===== src/rtl/seq_detect_ctrl.sv =====
// rtl/seq_detect_ctrl.sv - programmable serial pattern-detection controller
// Holds pattern/length/overlap/threshold config and sequences detection IDLE -> RUN -> DONE.
module seq_detect_ctrl #(
    parameter int PAT_MAX = 8,
    parameter int CNT_W   = 8
) (
    input  logic                       clk,
    input  logic                       reset,
    input  logic                       cfg_we,
    input  logic [PAT_MAX-1:0]         cfg_pattern,
    input  logic [$clog2(PAT_MAX):0]   cfg_len,
    input  logic                       cfg_overlap,
    input  logic [CNT_W-1:0]           cfg_threshold,
    input  logic                       start,
    input  logic                       stop,
    input  logic                       bit_valid,
    input  logic                       bit_in,
    output logic                       bit_ready,
    output logic                       match,
    output logic [CNT_W-1:0]           match_count,
    output logic                       busy,
    output logic                       done,
    output logic                       irq,
    output logic                       cfg_err
);

    localparam int LEN_W = $clog2(PAT_MAX) + 1;
    localparam logic [LEN_W-1:0] MAX_LEN = LEN_W'(PAT_MAX);

    typedef enum logic [1:0] {IDLE, RUN, DONE} state_t;

    state_t             r_state, w_state_next;
    logic [PAT_MAX-1:0] r_pattern;
    logic [LEN_W-1:0]   r_len;
    logic               r_overlap;
    logic [CNT_W-1:0]   r_threshold;
    logic [PAT_MAX-1:0] r_hist;
    logic [LEN_W-1:0]   r_fill;
    logic [CNT_W-1:0]   r_count;
    logic               r_match;
    logic               r_irq;
    logic               r_cfg_err;

    logic               w_restart;
    logic               w_len_ok;
    logic               w_eval;
    logic [PAT_MAX-1:0] w_hist_new;
    logic [LEN_W-1:0]   w_fill_new;
    logic [PAT_MAX-1:0] w_mask;
    logic               w_hit;
    logic [CNT_W-1:0]   w_count_new;

    assign w_restart   = start && !stop;
    assign w_len_ok    = (r_len != '0) && (r_len <= MAX_LEN);
    // A bit taken during a restart cycle is dropped; during a stop cycle it still counts.
    assign w_eval      = (r_state == RUN) && bit_valid && (stop || !start);
    assign w_hist_new  = {r_hist[PAT_MAX-2:0], bit_in};
    assign w_fill_new  = (r_fill == MAX_LEN) ? r_fill : r_fill + 1'b1;
    assign w_count_new = (r_count == {CNT_W{1'b1}}) ? r_count : r_count + 1'b1;

    always_comb begin
        w_mask = '0;
        for (int i = 0; i < PAT_MAX; i++) begin
            w_mask[i] = (LEN_W'(i) < r_len);
        end
    end

    assign w_hit = w_eval && (w_fill_new >= r_len) &&
                   (((w_hist_new ^ r_pattern) & w_mask) == '0);

    always_comb begin
        w_state_next = r_state;
        case (r_state)
            IDLE: if (w_restart && w_len_ok) w_state_next = RUN;
            RUN: begin
                if (stop)
                    w_state_next = IDLE;
                else if (!start && w_hit && (r_threshold != '0) && (w_count_new == r_threshold))
                    w_state_next = DONE;
            end
            DONE: begin
                if (stop)
                    w_state_next = IDLE;
                else if (start)
                    w_state_next = RUN;
            end
            default: w_state_next = IDLE;
        endcase
    end

    always_ff @(posedge clk) begin
        if (reset) r_state <= IDLE;
        else       r_state <= w_state_next;
    end

    always_ff @(posedge clk) begin
        if (reset) begin
            r_pattern   <= '0;
            r_len       <= LEN_W'(1);
            r_overlap   <= 1'b0;
            r_threshold <= '0;
            r_hist      <= '0;
            r_fill      <= '0;
            r_count     <= '0;
            r_match     <= 1'b0;
            r_irq       <= 1'b0;
            r_cfg_err   <= 1'b0;
        end else begin
            r_match <= w_hit;
            r_irq   <= (w_state_next == DONE) && (r_state != DONE);
            case (r_state)
                IDLE: begin
                    if (cfg_we) begin
                        r_pattern   <= cfg_pattern;
                        r_len       <= cfg_len;
                        r_overlap   <= cfg_overlap;
                        r_threshold <= cfg_threshold;
                        r_cfg_err   <= 1'b0;
                    end
                    if (w_restart) begin
                        if (w_len_ok) begin
                            r_hist  <= '0;
                            r_fill  <= '0;
                            r_count <= '0;
                        end else begin
                            r_cfg_err <= 1'b1;
                        end
                    end
                end
                RUN: begin
                    if (w_restart) begin
                        r_hist  <= '0;
                        r_fill  <= '0;
                        r_count <= '0;
                    end else if (w_eval) begin
                        r_hist <= w_hist_new;
                        r_fill <= (w_hit && !r_overlap) ? '0 : w_fill_new;
                        if (w_hit) r_count <= w_count_new;
                    end
                end
                DONE: begin
                    if (w_restart) begin
                        r_hist  <= '0;
                        r_fill  <= '0;
                        r_count <= '0;
                    end
                end
                default: ;
            endcase
        end
    end

    assign bit_ready   = (r_state == RUN);
    assign busy        = (r_state == RUN);
    assign done        = (r_state == DONE);
    assign match       = r_match;
    assign match_count = r_count;
    assign irq         = r_irq;
    assign cfg_err     = r_cfg_err;

endmodule


===== config.mk =====
export PLATFORM = sky130hd
export DESIGN_NAME = seq_detect_ctrl
export DESIGN_NICKNAME = d
export VERILOG_FILES = /design/src/rtl/seq_detect_ctrl.sv
export SDC_FILE = /design/constraint.sdc
export NUM_CORES = 1
export LEC_CHECK = 0
export CAP_MARGIN = 20
export CORE_UTILIZATION = 55
export DETAILED_ROUTE_END_ITERATION = 8
export PLACE_DENSITY = 0.84
export SLEW_MARGIN = 20
export SYNTH_ARGS = -nofsm -noshare
export SYNTH_HDL_FRONTEND = slang
export SYNTH_SLANG_ARGS = --single-unit

===== constraint.sdc =====
create_clock -name clk -period 4.5 [get_ports clk]
set_input_delay 0.675 -clock clk [delete_from_list [all_inputs] [get_ports clk]]
set_output_delay 0.675 -clock clk [all_outputs]
set_load 0.01 [all_outputs]

# [After elaboration in Yosys (flattened, before gate mapping)]
# Cells that the tools add are included.
[totals] regBits=45 inputBits=28 output_inout_bits=14 wordCells=89
[op_classes] add_sub_neg=2 order_cmp=10 eq_ne=12 n_mux=28 bitwise_logic=2 n_reduce_logical=24
[ops] operator="$mux 8" n=7
[ops] operator="$mux 4" n=7
[ops] operator="$pmux 8 s3" n=1
[ops] operator="$pmux 7 s3" n=1
[ops] operator="$lt 3x4->1 const A" n=4
[ops] operator="$mux 7" n=2
[ops] operator="$logic_and 1x1->1" n=12
[ops] operator="$pmux 4 s3" n=1
[ops] operator="$mux 2" n=5
[ops] operator="$add 8x1->8 const B" n=1
[ops] operator="$and 8x8->8" n=1
[ops] operator="$eq 8x8->1" n=1
[ops] operator="$eq 8x8->1 const B" n=1
[ops] operator="$logic_not 8->1" n=1
[ops] operator="$lt 1x4->1 const A" n=2
[ops] operator="$lt 2x4->1 const A" n=2
[ops] operator="$reduce_bool 8->1" n=1
[ops] operator="$xor 8x8->8" n=1
[ops] operator="$ne 2x2->1 const B" n=3
[ops] operator="$ne 3x1->1 const B" n=2
[ops] operator="$pmux 2 s3" n=1
[ops] operator="$reduce_and 6->1" n=1
[ops] operator="$reduce_and 5->1" n=1
[ops] operator="$add 4x1->4 const B" n=1
[ops] operator="13 further kinds" n=18

# [Longest topological paths before layout]
# Gate-level depths: netlist of run 1.
[logic_depth] depth_word=13 ltp_mapped=14 ltp_nobuf=12

# [Least setup slack after synthesis of run 1]
# Ideal clock, no wire load.
[synth_path] path_kind="register -> register" from="register r_fill[0]" to="register r_count[7] (netlist: match_count[7])" setup_time_ps=117 arrival_time_ps=2382 required_time_ps=4383 slack_ps=2001 path_stages_with_launch=14 n_path_buf=1 period_less_slack_ps=2499 cell_sequence="dfxtp_1 > inv_1 > ha_1 > nand2_1 > nor2_1 > xnor2_1 > ha_1 > nand2b_1 > a2111oi_0 > a2111oi_1 > o211a_1 > buf_6 > o2111a_1 > o22a_1"
[synth_via] elab_chain_cells=7 word_cells_on_any_way=8 cone_classes="1 x add/sub; 1 x order compare; 2 x eq/ne; 1 x mux; 3 x reduce/logical"
[synth_rtl] item="start: declaration" line="38" rtl="logic [LEN_W-1:0] r_fill;"
[synth_rtl] item="start signal: assignment" line="137" rtl="r_fill <= (w_hit && !r_overlap) ? '0 : w_fill_new;"
[synth_rtl] item="$add 4x1->4 / $eq 4x4->1 (equally long branches)" line="58" rtl="assign w_fill_new = (r_fill == MAX_LEN) ? r_fill : r_fill + 1'b1;"
[synth_rtl] item="$mux 4 (*)" line="58"
[synth_rtl] item="$ge 4x4->1 (*)" line="68" rtl="assign w_hit = w_eval && (w_fill_new >= r_len) &&"
[synth_rtl] item="$logic_and 1x1->1 (*) (2 in a row)" line="68"
[synth_rtl] item="$ne 3x1->1 (no line) (*)"
[synth_rtl] item="$reduce_and 6->1 (no line) (*)"
[synth_rtl] item="end signal: assignment" line="138" rtl="if (w_hit) r_count <= w_count_new;"
[synth_rtl] item="end: declaration" line="39" rtl="logic [CNT_W-1:0] r_count;"
# Every way passes the cells marked *; elsewhere a longest branch is shown, timed or not.
# A chain may end at the register's enable or synchronous reset.

# [Final worst setup path of run 1]
[layout_path] from="register r_fill[0]" to="register r_fill[1]"
[layout_via] elab_chain_cells=10 word_cells_on_any_way=11 cone_classes="1 x add/sub; 1 x order compare; 1 x eq/ne; 5 x mux; 3 x reduce/logical"
[layout_rtl] item="$add 4x1->4 / $eq 4x4->1 (equally long branches)" line="58"
[layout_rtl] item="$mux 4 (*)" line="58"
[layout_rtl] item="$ge 4x4->1" line="68"
[layout_rtl] item="$logic_and 1x1->1 (2 in a row)" line="68"
[layout_rtl] item="$logic_and 1x1->1" line="137"
[layout_rtl] item="$mux 4 (*)" line="137"
[layout_rtl] item="$mux 4 (*)" line="135" rtl="end else if (w_eval) begin"
[layout_rtl] item="$mux 4 (*)" line="131" rtl="if (w_restart) begin"
[layout_rtl] item="$pmux 4 s3 (*)" line="111" rtl="case (r_state)"
# Every way passes the cells marked *; elsewhere a longest branch is shown, timed or not. The select of a mux whose other input is x is not followed.

==> impl_metrics.toml, run 1 <==
[sta]
fmax_mhz = 335
worstMarginPinSlew_ns = 0.719
fin_crit_ns = 2.99
hold_viol_final = 0
period_share_pct = 66.4
rsz0062_at_grt = "false"
finalClockSkew_ns = 0.00631
setup_viol = 0
maxSlewHeadroom_pct = 52.1
drv_slew = 0
tns_ns = 0

[clocking]
cts_hold_buffers = 0
cts_max_path_buffers = 2
clock-sinks = 45
post_cts_buffers = 0
cts.repair.resized = 0
cts_root_buf = "clkbuf_8"
cts-buffers-inserted = 5
htreeDepth = 2
tritoncts = "built"
clk_pin_slew_ns = 0.09
clock_latency_ns = 0.30

[route]
final_antenna_net_count = 0
wirelength_mm = 5.71
via_per_inst = 5.87
vias = 2291
drc_errors = 0
firstDrtPassIters = 4
drt_first_iter_violations = 182
wl_per_cell_um = 14.7

[place]
gp_congestion = 0.975
placement.io_buffers = 41
dp_hpwl_mm = 4.04
place_inst = 382

[logic_synthesis]
synth_cell_types = 62
synth_area_um2 = 2500
synth-edff-count = 0
async_reset_ff_share_pct = 0
ys.flop_type = "dfxtp_1"
post_synth.cell_area_avg_um2 = 8.16
yosysSeqAreaShare_pct = 36.0
synthCells = 307
ys_seq_elements = 45
syn-num-nets = 342
ys_warn_count = 0

[worst_setup_path]
cp-end-kind = "flop"
cp_data_arrival_time_ns = 3.23
path_max_fanout = 19
slowest_delay_ns = 0.41
cp_common_cell = "ha_1"
regToRegSetupSlack_ns = 1.51
critical_path_class = "reg -> reg"
worstPathCellList = "inv_1 > ha_1 > nand2_1 > nor2_1 > xnor2_1 > ha_1 > nand2b_1 > a2111oi_0 > a2111oi_1 > o211a_1 > a211oi_1 > a22o_1"
crit_required_ns = 4.75
start_kind = "flop"
slowest_stage = "a2111oi_0"

[power]
cellPowerDensity_nw_per_um2 = 283
p_leak_nw = 1.07
ir_drop_v = 0.000229

[global_route]
grt_pass1_vias = 2155
gr-total-overflow = 0
grt_antenna_before_repair = 0
busiest_layer = "met2"
globalRouteMet3Util_pct = 5.23
grt_usage_pct = 24.3
grt_pass1_wl_mm = 9.53
grt.met1_usage_pct = 31.4
met2_usage_pct = 39.2
grt_max_degree = 42

[floorplanning]
dieWidth_um = 69.5
core_area_um2 = 4350
dieHeight_um = 69.5
die_area_um2 = 4830
start_util_pct = 57.5
io-pin-count = 42
rows = 24

[flow_run]
maxCapViolations = 0

[finish]
syn_to_final_growth_pct = 19.2
nets = 372
antenna-diode-count = 0
instances_no_fill = 390
layout-drive-gt1-share_pct = 5.33

[worst_hold_path]
min_path_type = "reg -> reg"

[status]
status = "finished, final reports clean"
## cells in the mapped netlist (3+ instances only)
| cell | n | area share (%) |
|---|---|---|
| a21oi_1 | 30 | 6.0 |
| a22oi_1 | 8 | 2.4 |
| a31oi_1 | 4 | 1.0 |
| and3_1 | 3 | 0.75 |
| buf_2 | 4 | 0.80 |
| clkbuf_1 | 10 | 1.5 |
| dfxtp_1 | 45 | 36 |
| ha_1 | 7 | 3.5 |
| inv_1 | 7 | 1.0 |
| nand2_1 | 55 | 8.2 |
| nand2b_1 | 3 | 0.75 |
| nand3_1 | 9 | 1.8 |
| nand4_1 | 4 | 1.0 |
| nor2_1 | 23 | 3.4 |
| nor2b_1 | 3 | 0.75 |
| nor3_1 | 5 | 1.0 |
| o21ai_0 | 9 | 1.8 |
| o31ai_1 | 4 | 1.2 |
| xnor2_1 | 14 | 4.9 |
| xor2_1 | 3 | 1.0 |
## power breakdown
group | switching [W] | leakage [nW] | internal [W] | total [W]
Clock | 0.000138 | 0.0554 | 0.000167 | 0.000305
Sequential | 0.0000145 | 0.366 | 0.000411 | 0.000425
Combinational | 0.0000572 | 0.646 | 0.0000563 | 0.000114
Total | 0.000210 | 1.07 | 0.000634 | 0.000844
## state kept, by name (all words and copies together) (netlist names)
name / flops
r_state: 2
cfg_err: 1
r_len: 4
match: 1
r_overlap: 1
r_threshold: 8
r_fill: 4
r_pattern: 8
match_count: 8
irq: 1
r_hist: 7
## layer usage
layer | vias up | part of all wire [%]
met3 | 11 | 5.1
met4 | 0 | 1.7
met2 | 74 | 47
met5 | - | 0
met1 | 1058 | 46
li1 | 1148 | -
## final timing paths
check        cells past startpoint                       from                         to
max reg2reg                     12     r_fill[0]$_SDFFE_PP0P_     r_fill[1]$_SDFFE_PP0P_
min reg2reg                      2  r_pattern[5]$_SDFFE_PP0P_  r_pattern[5]$_SDFFE_PP0P_
min                              2  r_pattern[5]$_SDFFE_PP0P_  r_pattern[5]$_SDFFE_PP0P_
max                             12     r_fill[0]$_SDFFE_PP0P_     r_fill[1]$_SDFFE_PP0P_
## critical path, delay by kind of cell (launching register included)
kind            cells  cell delay, ns
compound gates      5            1.48
buf+inv             1            0.09
fa+ha+maj           2            0.48
flops               1            0.39
simple gates        3            0.27
xor+xnor            1            0.23
## cell type report
class                   count  area, um^2
inverters                   7        26.3
well taps                  52        65.1
flip-flops and latches     45         901
repair buffers             42         418
clock buffers               6        72.6
clock inverters             2        38.8
fillers                   383        1370
multi-input cells         236        1460
## kinds of logic after synthesis
group / Yosys count / share of synthesized area [%]
AOI/OAI and AO/OA: 79 / 21.4
and+or+nand+nor: 128 / 25.5
adders and majority gates: 7 / 3.50
buffers and inverters: 26 / 5.55
muxes: 5 / 2.15
xor gates and xnor gates: 17 / 5.95
DFF: 45 / 36.0
## cells in the final DEF (no fill, tap or decap), drive strengths merged, types with 4 or more instances in the layout
cell type / Yosys / layout
a21oi: 30 / 30
a22oi: 8 / 8
a31oi: 4 / 4
clkbuf: 11 / 6
clkdlybuf4s50: 0 / 41
dfxtp: 45 / 45
ha: 7 / 7
inv: 7 / 7
nand2: 55 / 55
nand3: 10 / 10
nand4: 4 / 4
nor2: 23 / 23
nor3: 5 / 5
o21ai: 9 / 9
o31ai: 4 / 4
xnor2: 14 / 14
## per-stage QoR
stage	utilization (%)	setup WS [ns]	cell area, um^2	hold slack (ns)	total power, W
3_5_place_dp	66.0	1.53	2870	0.458	0.000546
4_1_cts	68.6	1.51	2990	0.469	0.000846
2_1_floorplan	-	2.00	2500	0.436	0.000504
5_1_grt	68.6	1.21	2990	0.491	0.000878
6_report	68.6	1.51	2990	0.471	0.000844
3_3_place_gp	66.0	1.63	2870	0.444	0.000544
No activity file was read; power rests on OpenSTA's default activity.
==> run 2: changes to the inputs <==
--- a/config.mk
+++ b/config.mk
@@ -6,9 +6,9 @@
 export NUM_CORES = 1
 export LEC_CHECK = 0
 export CAP_MARGIN = 20
-export CORE_UTILIZATION = 55
+export CORE_UTILIZATION = 53
 export DETAILED_ROUTE_END_ITERATION = 8
-export PLACE_DENSITY = 0.84
+export PLACE_DENSITY = 0.82
 export SLEW_MARGIN = 20
 export SYNTH_ARGS = -nofsm -noshare
 export SYNTH_HDL_FRONTEND = slang
==> constraint.sdc (replaced) <==
create_clock -name clk -period 2.9 [get_ports clk]
set_input_delay 0.435 -clock clk [delete_from_list [all_inputs] [get_ports clk]]
set_output_delay 0.435 -clock clk [all_outputs]
set_load 0.01 [all_outputs]
==> run 2 against run 1 <==
  * The run now ends with design-rule violations left
  * Sequential cell count stayed put
  * Sequential power is 55% higher
  * Wire length is 4.5% higher
  * Die area is 3.7% higher
  * Count of clock-buffer cells in the layout is 1 lower
  * Cell count is 0.77% higher
  * Cell area is 1.3% higher
  * Clock power is 34% higher
  * First-iteration DRC count is 57% higher
  * Global-route usage is 1.0 points lower
  * Combinational power is 67% higher
  * Largest power group unchanged
  * Highest routed layer unchanged
==> impl_metrics.toml, run 2 (synthesis gave the netlist of run 1 again) <==
[power]
total_power_w = 0.00126
netSwitchingFraction_pct = 28.5
switchingPower_w = 0.000359
ir_drop_v = 0.000310
p_seq_share_pct = 52.4
power_frac_clock_pct = 32.5
intPower_w = 0.000901
p_leak_nw = 1.07
cellPowerDensity_nw_per_um2 = 416
pwr-share-comb_pct = 15.1

[route]
wl_per_cell_um = 15.2
wirelength_mm = 5.97
vias = 2388
drc_errors = 4
final_antenna_net_count = 0
via_per_inst = 6.08
firstDrtPassIters = 7
drt_first_iter_violations = 285

[place]
placement.io_buffers = 41
dpl_cell_area_um2 = 2890
gp_congestion = 0.875
dp_hpwl_mm = 4.05
preCtsSetupSlack_ns = -0.0450

[sta]
worstMarginPinSlew_ns = 0.696
hold_ws_ns = 0.457
hold_viol_final = 0
tns_ns = 0
fmax_mhz = 352
maxSlewHeadroom_pct = 53.5
period_share_pct = 97.9
drv_slew = 0
finalClockSkew_ns = 0.00786
fin_crit_ns = 2.84
finalWorstSetupSlack_ns = 0.0600
setup_viol = 0

[finish]
fin_area_um2 = 3030
mostFrequentLayoutCells = "nand2_1 (55), dfxtp_1 (45), clkdlybuf4s50_1 (41)"
final_common_cell = "nand2_1"
n_fill_cell = 379
antenna-diode-count = 0
multi_input_area_um2 = 1510
syn_to_final_growth_pct = 20.8
register_area_um2 = 901
nets = 375
layout-drive-gt1-share_pct = 7.62

[worst_setup_path]
slowest_stage = "a2111oi_2"
startpoint = "r_fill[0]$_SDFFE_PP0P_"
critical_path_class = "reg -> reg"
cp_common_cell = "ha_1"
reg2reg_depth = 12
crit_required_ns = 3.10
start_kind = "flop"
r2r_start = "r_fill[0]$_SDFFE_PP0P_"
path_max_fanout = 9
worstPathCellList = "inv_1 > ha_1 > nand2_1 > nor2_1 > xnor2_1 > ha_1 > nand2b_1 > a2111oi_2 > a2111oi_4 > o211a_2 > and2_1 > o41ai_1"
cp_data_arrival_time_ns = 3.04
slowest_delay_ns = 0.51
cp-end-kind = "flop"

[floorplanning]
core_area_um2 = 4440
dieWidth_um = 70.7
start_util_pct = 56.3
dieHeight_um = 70.7
rows = 24
die_area_um2 = 5000
io-pin-count = 42

[worst_hold_path]
min_path_type = "reg -> reg"
worstHoldPathCells = 2
worstHoldStart = "r_overlap$_SDFFE_PP0P_"

[global_route]
grt_usage_pct = 23.3
grt_antenna_before_repair = 0
grt_pass1_vias = 2017
grt_max_degree = 27
gr-total-overflow = 0
grt_pass1_wl_mm = 9.30

[clocking]
clock_latency_ns = 0.31
cts_max_path_buffers = 2
post_cts_buffers = 0
cts_root_buf = "clkbuf_8"
cts_hold_buffers = 0
cts-buffers-inserted = 5
clk_pin_slew_ns = 0.09
htreeDepth = 2
clock-sinks = 45
tritoncts = "built"

[flow_run]
maxCapViolations = 0

[status]
violations = "design-rule violations"
status = "finished, violations left"
==> run 2: stage by stage <==
| stage | utilization (%) | instances |
|---|---|---|
| 6_report | 68.1 | 393 |
| 2_1_floorplan | - | 307 |
| 3_5_place_dp | 65.0 | 384 |
| 5_1_grt | 68.1 | 393 |
| 4_1_cts | 67.0 | 392 |
| 3_3_place_gp | 65.0 | 384 |
==> run 2: power by group through the flow <==
| stage | registers (W) | clock network, W | logic, W |
|---|---|---|---|
| floorplan | 0.000667 | 0 | 0.000114 |
| global placement | 0.000672 | 0 | 0.000173 |
| detailed placement | 0.000673 | 0 | 0.000176 |
| CTS | 0.000659 | 0.000404 | 0.000178 |
| global route | 0.000663 | 0.000433 | 0.000211 |
| finish | 0.000660 | 0.000410 | 0.000190 |
==> run 2: final cells by class <==
type / instances / share of cell area (%)
flip-flops and latches: 45 / 29.8
multi-input cells: 237 / 49.9
clock inverters: 3 / 0.703
well taps: 52 / 2.15
inverters: 7 / 0.868
clock buffers: 5 / 2.27
repair buffers: 44 / 14.3
==> run 2: repair_timing <==
item / in CTS / in global routing
pin swaps: 0 / 1
gates cloned: 0 / 1
gates resized for setup: 1 / 6
setup endpoints to repair: 7 / 14
==> run 2: worst paths after layout <==
check	to	slack, ns
setup reg to reg	r_fill[0]$_SDFFE_PP0P_	0.06
setup / recovery	r_fill[0]$_SDFFE_PP0P_	0.06
hold reg to reg	r_overlap$_SDFFE_PP0P_	0.46
hold / removal	r_overlap$_SDFFE_PP0P_	0.46
==> run 2: routing by layer <==
metal	GRT usage [%]	wire [um]	share of wire, %	vias up
met5	0	0	0	-
met2	37.5	2740	46	87
li1	-	-	-	1157
met1	31.5	2790	47	1131
met4	7.33	104	1.7	0
met3	4.99	335	5.6	13
==> run 2: worst max-delay path: cells and delay by family, from the launching register on <==
| family | cells | cell delay (ns) |
|---|---|---|
| compound gates | 4 | 1.10 |
| xor+xnor | 1 | 0.20 |
| fa+ha+maj | 2 | 0.47 |
| buf+inv | 1 | 0.09 |
| flops | 1 | 0.39 |
| simple gates | 4 | 0.48 |
==> run 3: changes to the inputs <==
--- a/config.mk
+++ b/config.mk
@@ -7,6 +7,7 @@
 export LEC_CHECK = 0
 export CAP_MARGIN = 20
 export CORE_UTILIZATION = 53
+export CTS_BUF_LIST = sky130_fd_sc_hd__clkbuf_16
 export DETAILED_ROUTE_END_ITERATION = 8
 export PLACE_DENSITY = 0.82
 export SLEW_MARGIN = 20
==> run 3 against run 2 <==
  * The flow still finishes with violations (design-rule violations)
  * Total power is 13% higher
  * Global-route usage is 0.60 points higher
  * Sequential share of layout area is 0.66 points lower
  * Core utilization is 1.5 points higher
  * Fmax is 2.6% higher
  * Non-clock buffer count stayed put
  * Via count is 0.63% lower
  * Sequential cell count stayed put
  * Critical endpoint is now match_count[1]$_SDFFE_PP0P_
==> impl_metrics.toml, run 3 (synthesis gave the netlist of run 1 again) <==
[sta]
setup_viol = 0
period_share_pct = 95.4
hold_viol_final = 0
maxSlewHeadroom_pct = 53.6
drv_slew = 0
fin_crit_ns = 2.77
fmax_mhz = 361
worstMarginPinSlew_ns = 0.694
rsz0062_at_grt = "false"
finalClockSkew_ns = 0.00694

[finish]
antenna-diode-count = 0
multi_input_area_um2 = 1520
nets = 375
syn_to_final_growth_pct = 23.6
register_area_um2 = 901
layout-drive-gt1-share_pct = 7.62
final_common_cell = "nand2_1"
mostFrequentLayoutCells = "nand2_1 (55), dfxtp_1 (45), clkdlybuf4s50_1 (41)"
n_fill_cell = 367
instances_no_fill = 393
fin_area_um2 = 3090

[worst_setup_path]
start_kind = "flop"
rr_endpoint = "match_count[1]$_SDFFE_PP0P_"
regToRegSetupSlack_ns = 0.13
cp_data_arrival_time_ns = 2.98
endpoint = "match_count[1]$_SDFFE_PP0P_"
cp-end-kind = "flop"
reg2reg_depth = 12
crit_required_ns = 3.12
startpoint = "r_fill[0]$_SDFFE_PP0P_"
critical_path_class = "reg -> reg"
r2r_start = "r_fill[0]$_SDFFE_PP0P_"
path_max_fanout = 10

[floorplanning]
die_area_um2 = 5000
core_area_um2 = 4440
io-pin-count = 42
dieWidth_um = 70.7
rows = 24
dieHeight_um = 70.7
start_util_pct = 56.3

[clocking]
cts_root_buf = "clkbuf_16"
cts_max_path_buffers = 2
cts-buffers-inserted = 5
clock_latency_ns = 0.29
htreeDepth = 2
clk_pin_slew_ns = 0.07
clock-sinks = 45
tritoncts = "built"

[place]
dpl_cell_area_um2 = 2890
placement.io_buffers = 41
place_inst = 384
gp_congestion = 0.875
dp_hpwl_mm = 4.05

[route]
via_per_inst = 6.04
vias = 2373
drt_first_iter_violations = 296
wl_per_cell_um = 15.6
firstDrtPassIters = 6
wirelength_mm = 6.13
final_antenna_net_count = 0
drc_errors = 4

[power]
ir_drop_v = 0.000423
cellPowerDensity_nw_per_um2 = 462
p_leak_nw = 1.10

[global_route]
met2_usage_pct = 38.7
grt_usage_pct = 23.9
globalRouteMet3Util_pct = 4.13
grt.met1_usage_pct = 32.6
busiest_layer = "met2"
grt_max_degree = 27
grt_pass1_vias = 2039
gr-total-overflow = 0
grt_pass1_wl_mm = 9.52
grt_antenna_before_repair = 0

[status]
violations = "design-rule violations"
status = "finished, violations left"

[worst_hold_path]
worstHoldStart = "r_overlap$_SDFFE_PP0P_"
min_path_type = "reg -> reg"

[flow_run]
maxCapViolations = 0
[run 3: where the power goes]
| group | switching (W) | internal (W) | leakage [nW] |
|---|---|---|---|
| registers | 0.0000225 | 0.000638 | 0.366 |
| logic | 0.000102 | 0.0000929 | 0.659 |
| clock network | 0.000252 | 0.000321 | 0.0702 |
| total | 0.000376 | 0.00105 | 1.10 |
[run 3: repair_timing]
| action | in CTS | in global routing |
|---|---|---|
| resized for setup | 1 | 7 |
| pin swaps | 0 | 1 |
| gates cloned | 0 | 1 |
| setup endpoints to repair | 8 | 14 |
| buffers inserted | 0 | 0 |
| hold buffers | 0 | 0 |
[run 3: worst max-delay path, cell delays in order (launching register included)]
cell	delay (ns)
dfxtp_1	0.37
inv_1	0.09
ha_1	0.20
nand2_1	0.09
nand2_1	0.06
mux2i_1	0.18
ha_1	0.26
o21a_1	0.15
o22ai_1	0.11
a2111oi_4	0.42
o211a_4	0.31
mux2_1	0.33
a21oi_1	0.13
[run 3: worst min-delay path by stage]
| stage | end | slack, ns | cells after the start |
|---|---|---|---|
| 3_5_place_dp | r_overlap$_SDFFE_PP0P_ | 0.45 | 2 |
| 3_3_place_gp | r_overlap$_SDFFE_PP0P_ | 0.44 | 2 |
| 5_1_grt | r_pattern[2]$_SDFFE_PP0P_ | 0.49 | 2 |
| 4_1_cts | r_overlap$_SDFFE_PP0P_ | 0.46 | 2 |
| 6_report | r_overlap$_SDFFE_PP0P_ | 0.45 | 2 |
| 2_1_floorplan | r_overlap$_SDFFE_PP0P_ | 0.44 | 2 |
[run 3: cell type report]
cell class | instances | share of cell area (%)
clock buffers | 5 | 4.04
clock inverters | 3 | 0.687
inverters | 7 | 0.849
multi-input cells | 237 | 49.2
flip-flops and latches | 45 | 29.1
well taps | 52 | 2.10
repair buffers | 44 | 14.0
[run 3: metal layers]
| layer | share of wire [%] | wire (um) | vias to the layer above |
|---|---|---|---|
| li1 | - | - | 1159 |
| met1 | 46 | 2840 | 1139 |
| met2 | 47 | 2900 | 69 |
| met3 | 5.4 | 331 | 6 |
| met4 | 0.88 | 54 | 0 |
| met5 | 0 | 0 | - |
[run 3: metrics by stage]
| step | setup TNS [ns] | utilization [%] | setup WS (ns) | hold slack [ns] | total power (W) |
|---|---|---|---|---|---|
| 2_1_floorplan | 0 | - | 0.401 | 0.436 | 0.000782 |
| 3_3_place_gp | 0 | 65.0 | 0.103 | 0.444 | 0.000846 |
| 3_5_place_dp | -0.116 | 65.0 | -0.0450 | 0.447 | 0.000849 |
| 4_1_cts | 0 | 68.3 | 0.0229 | 0.457 | 0.00141 |
| 5_1_grt | 0 | 69.6 | 0.00398 | 0.488 | 0.00147 |
| 6_report | 0 | 69.6 | 0.133 | 0.454 | 0.00143 |
